File: src/rtl/serial_subtractor_if.sv
// Handshake/result bundle between a requester and the bit-serial subtractor.
interface serial_subtractor_if #(
    parameter int unsigned WIDTH = 8
);
    logic             start;
    logic [WIDTH-1:0] x;
    logic [WIDTH-1:0] y;
    logic             busy;
    logic             done;
    logic [WIDTH-1:0] d;
    logic             b;

    // Requester drives operands and start, observes status and result.
    modport master (
        output start, x, y,
        input  busy, done, d, b
    );

    // Subtractor consumes operands and start, produces status and result.
    modport slave (
        input  start, x, y,
        output busy, done, d, b
    );
endinterface

File: src/rtl/serial_subtractor.sv
// Bit-serial subtractor: computes x - y mod 2^WIDTH plus borrow, LSB first,
// one bit per clock. Result and borrow update only when an operation completes.
module serial_subtractor #(
    parameter int unsigned WIDTH = 8
) (
    input  logic                 clk,
    input  logic                 rst_n,
    serial_subtractor_if.slave   bus
);

    // Counter must reach WIDTH without wrapping.
    localparam int unsigned CW = $clog2(WIDTH + 1);

    typedef enum logic [1:0] {
        IDLE = 2'd0,
        RUN  = 2'd1,
        DONE = 2'd2
    } state_t;

    state_t           state_q;
    logic [WIDTH-1:0] xs_q;
    logic [WIDTH-1:0] ys_q;
    logic [WIDTH-1:0] res_q;
    logic             borrow_q;
    logic [CW-1:0]    cnt_q;
    logic             busy_q;
    logic             done_q;
    logic [WIDTH-1:0] d_q;
    logic             b_q;

    logic             diff_d;
    logic             borrow_d;
    logic [WIDTH-1:0] res_d;

    // Full subtractor on the current LSBs using the registered borrow.
    always_comb begin
        diff_d   = xs_q[0] ^ ys_q[0] ^ borrow_q;
        borrow_d = (~xs_q[0] & ys_q[0]) | (~(xs_q[0] ^ ys_q[0]) & borrow_q);
        res_d    = {diff_d, res_q[WIDTH-1:1]};
    end

    // Sequencer and datapath: accept, shift one bit per cycle, publish result.
    always_ff @(posedge clk or negedge rst_n) begin
        if (!rst_n) begin
            state_q  <= IDLE;
            xs_q     <= '0;
            ys_q     <= '0;
            res_q    <= '0;
            borrow_q <= 1'b0;
            cnt_q    <= '0;
            busy_q   <= 1'b0;
            done_q   <= 1'b0;
            d_q      <= '0;
            b_q      <= 1'b0;
        end else begin
            case (state_q)
                IDLE, DONE: begin
                    done_q <= 1'b0;
                    if (bus.start) begin
                        xs_q     <= bus.x;
                        ys_q     <= bus.y;
                        res_q    <= '0;
                        borrow_q <= 1'b0;
                        cnt_q    <= '0;
                        busy_q   <= 1'b1;
                        state_q  <= RUN;
                    end else begin
                        busy_q   <= 1'b0;
                        state_q  <= IDLE;
                    end
                end
                RUN: begin
                    xs_q     <= {1'b0, xs_q[WIDTH-1:1]};
                    ys_q     <= {1'b0, ys_q[WIDTH-1:1]};
                    res_q    <= res_d;
                    borrow_q <= borrow_d;
                    cnt_q    <= cnt_q + CW'(1);
                    if (cnt_q == CW'(WIDTH - 1)) begin
                        d_q     <= res_d;
                        b_q     <= borrow_d;
                        busy_q  <= 1'b0;
                        done_q  <= 1'b1;
                        state_q <= DONE;
                    end
                end
                default: begin
                    busy_q  <= 1'b0;
                    done_q  <= 1'b0;
                    state_q <= IDLE;
                end
            endcase
        end
    end

    assign bus.busy = busy_q;
    assign bus.done = done_q;
    assign bus.d    = d_q;
    assign bus.b    = b_q;

endmodule

File: src/flat_wrapper.sv
// flat-port wrapper written by rule: the top's interface ports become plain ports
module serial_subtractor_flat 
#(
    parameter int unsigned WIDTH = 8
)
  (clk, rst_n, bus_start, bus_x, bus_y, bus_busy, bus_done, bus_d, bus_b);
  serial_subtractor_if #(.WIDTH(WIDTH)) bus_i ();
  input  logic clk;
  input  logic rst_n;
  input wire logic [$bits(bus_i.start)-1:0] bus_start;
  input wire logic [$bits(bus_i.x)-1:0] bus_x;
  input wire logic [$bits(bus_i.y)-1:0] bus_y;
  output wire logic [$bits(bus_i.busy)-1:0] bus_busy;
  output wire logic [$bits(bus_i.done)-1:0] bus_done;
  output wire logic [$bits(bus_i.d)-1:0] bus_d;
  output wire logic [$bits(bus_i.b)-1:0] bus_b;
  assign bus_i.start = bus_start;
  assign bus_i.x = bus_x;
  assign bus_i.y = bus_y;
  assign bus_busy = bus_i.busy;
  assign bus_done = bus_i.done;
  assign bus_d = bus_i.d;
  assign bus_b = bus_i.b;
  serial_subtractor #(.WIDTH(WIDTH)) u_core (.clk(clk), .rst_n(rst_n), .bus(bus_i));
endmodule
File: config.mk
export PLATFORM = sky130hd
export DESIGN_NAME = serial_subtractor_flat
export DESIGN_NICKNAME = d
export VERILOG_FILES = /design/src/rtl/serial_subtractor_if.sv /design/src/rtl/serial_subtractor.sv /design/src/flat_wrapper.sv
export SDC_FILE = /design/constraint.sdc
export NUM_CORES = 1
export LEC_CHECK = 0
export ABC_CLOCK_PERIOD_IN_PS = 1600
export BUFFER_PORTS_ARGS = -buffer_cell sky130_fd_sc_hd__buf_4
export CELL_PAD_IN_SITES_DETAIL_PLACEMENT = 1
export CELL_PAD_IN_SITES_GLOBAL_PLACEMENT = 1
export CORE_MARGIN = 5
export CORE_UTILIZATION = 44
export CTS_CLUSTER_SIZE = 8
export DETAILED_ROUTE_END_ITERATION = 12
export PLACE_DENSITY_LB_ADDON = 0.25
export SLEW_MARGIN = 20
export SYNTH_ARGS = -nofsm -noshare
export SYNTH_HDL_FRONTEND = slang
export SYNTH_SLANG_ARGS = --single-unit
File: constraint.sdc
create_clock -name clk -period 1.6 [get_ports clk]
set_clock_uncertainty 0.05 [all_clocks]
set_input_delay 0.24 -clock clk [delete_from_list [all_inputs] [get_ports clk]]
set_output_delay 0.24 -clock clk [all_outputs]
set_load 0.005 [all_outputs]
==> impl_metrics.yaml <==
outcome:
  status: "finished clean"
placed_design:
  dpl.hpwl_um: 2350
  place_congestion: 0.705
  place_ws_ns: 0.0614
  numPortBuffers: 29
setup_path:
  cp.required_ns: 1.73
  cp_max_fo: 4
  timing_worst_setup_path_type: "reg -> reg"
  worstPathArrival_ns: 1.66
  reg2reg_depth: 4
  start_kind: "register"
  cp-end-kind: "register"
finish:
  most-common-layout-cells: "dfrtp_1, buf_4, a22o_1"
  multi_input_area_sq_um: 584
  nFillCells: 382
  final_common_cell: "dfrtp_1"
  final_nets: 175
  area_growth_pct: 25.0
  regArea_sq_um: 1000
  n_antenna_cell: 0
  drive_above_1_share: 0.348
floorplanning:
  die_w_um: 70.8
  dieArea_sq_um: 5020
  io_pins: 30
  die_y_um: 70.8
  start_util: 0.448
  core_sq_um: 3630
  fp-row-count: 22
logic_synthesis:
  yosysTopAreaCell: "dfrtp_1"
  synth.area.top_cells: "dfrtp_1, a22o_1, a21o_1, mux2_2, buf_2"
  yosys_warnings: 0
  synth_top_cell_area_share: 0.614
  synth.distinct_cells: 26
  synth_edf_count: 0
  synth_ff_type: "dfrtp_1"
  synthCells: 116
  ys_async_sr_fraction: 1.00
  avgSynthCellArea_sq_um: 14.0
  ys_ff_latch: 40
  netlist_area_sq_um: 1630
  synth_seq_area_share: 0.614
  syn_nets: 137
pwr:
  peakVddDrop_v: 0.000786
  p_leak_nw: 1.06
  power_per_cell_area_nw_per_um2: 2000
  totalPowerFinal_mw: 4.08
cts:
  numClockSinks: 40
  cts_setup_buffers: 0
  clkLatencyLatePin_ns: 0.29
  cts_resized: 0
  cts_made_buffers: 5
  clk_root_buffer_cell: "clkbuf_8"
  htreeDepth: 2
  cts_tree: "done"
  path_clk_slew_ns: 0.08
  clockBufferDepth: 2
sta:
  setup_viol: 0
  slew-limit-headroom: 0.665
  max_clock_freq_ghz: 0.652
  fin_crit_ns: 1.53
  grt_setup_unrepaired: "true"
  fin_crit_sh: 0.958
  tightest_slew_ns: 0.503
  maxSlewViolCount: 0
  finalHoldViolations: 0
  setup_ws_ns: 0.0672
global_route:
  grt_pass1_vias: 1210
  grt_max_degree: 41
  grt_pass1_wl_um: 6040
  grtUsageTotal: 0.155
  overflow: 0
  antenna_found_initial: 0
routing:
  num_vias: 1098
  via_per_inst: 5.41
  drtAntennaViolNets: 0
  drt_pass1_iterations: 4
  finalWirelength_um: 3460
  routedWlPerCell_um: 17.0
  initialDrtViolationCount: 47
  drc: 0
hold_path:
  worstHoldPathCells: 2
  hold_class: "in -> reg"
run:
  cap_violations: 0
-- synth_stat cells, types with 2 or more instances --
library cell	instances
inv_1	2
a21o_1	14
nor2b_1	2
a22o_1	24
mux2_2	8
mux2i_1	2
buf_2	4
nor2_1	2
dfrtp_1	40
nand2b_1	2
-- final cells by class --
type / instances / area share
flip-flops and latches: 40 / 0.492
multi-input cells: 68 / 0.287
repair buffers: 37 / 0.144
clock buffers: 8 / 0.0443
well taps: 48 / 0.0295
inverters: 2 / 0.00369
-- where the power goes --
| group | switching [mW] | internal, mW |
|---|---|---|
| clock network | 0.339 | 0.352 |
| registers | 0.278 | 1.45 |
| logic | 0.735 | 0.922 |
| total | 1.35 | 2.73 |
-- per-stage QoR --
step / cells / TNS [ns] / hold slack (ns) / util / area, sq um
4_1_cts: 202 / 0 / 0.116 / 0.559 / 2030
3_5_place_dp: 193 / 0 / 0.202 / 0.531 / 1930
6_report: 203 / 0 / 0.125 / 0.560 / 2040
2_1_floorplan: 116 / 0 / -0.106 / - / 1630
3_3_place_gp: 193 / 0 / 0.188 / 0.531 / 1930
5_1_grt: 203 / -0.0294 / 0.110 / 0.560 / 2040
-- state kept, by name, summed over array words and instances (netlist names) --
name,cells
u_core.borrow_q,1
u_core.bus.b,1
u_core.bus.busy,1
u_core.bus.d,8
u_core.bus.done,1
u_core.cnt_q,4
u_core.res_q,7
u_core.state_q,1
u_core.xs_q,8
u_core.ys_q,8
-- repair_timing --
item / 4_1_cts / 5_1_grt
endpoints found under the setup margin: 0 / 6
hold buffers: 1 / 0
hold endpoints to repair: 40 / 0
-- metal layers --
| layer | wire (um) | track usage |
|---|---|---|
| met4 | 59 | 0.0689 |
| met3 | 143 | 0.0384 |
| met5 | 0 | 0 |
| met1 | 1580 | 0.199 |
| met2 | 1670 | 0.248 |
-- worst max-delay path, stage by stage (launching register included) --
cell and delay, ns:
dfrtp_1 0.38, ha_1 0.20, nand3b_1 0.20, nor2_2 0.24, mux2_2 0.36
-- worst paths after layout --
path | startpoint | endpoint | slack, ns
setup reg to reg | u_core.cnt_q[0] | u_core.bus.d[4] | 0.07
setup / recovery | u_core.cnt_q[0] | u_core.bus.d[4] | 0.07
hold reg to reg | u_core.cnt_q[3] | u_core.cnt_q[3] | 0.43
max in group asynchronous | rst_n | u_core.bus.d[2] | 0.74
hold / removal | bus_y[7] | u_core.ys_q[7] | 0.12
min in group asynchronous | rst_n | u_core.xs_q[1] | 0.41
-- logic make-up after synthesis --
logic type / after synthesis / share of synthesized area
AO/OA/AOI/OAI: 43 / 0.218
XOR/XNOR: 1 / 0.00538
adder cells (fa/ha/maj): 2 / 0.0200
buffers and inverters: 9 / 0.0307
flip-flops: 40 / 0.614
multiplexers: 10 / 0.0676
AND/OR/NAND/NOR: 11 / 0.0438
(Power assumes the default switching activity.)
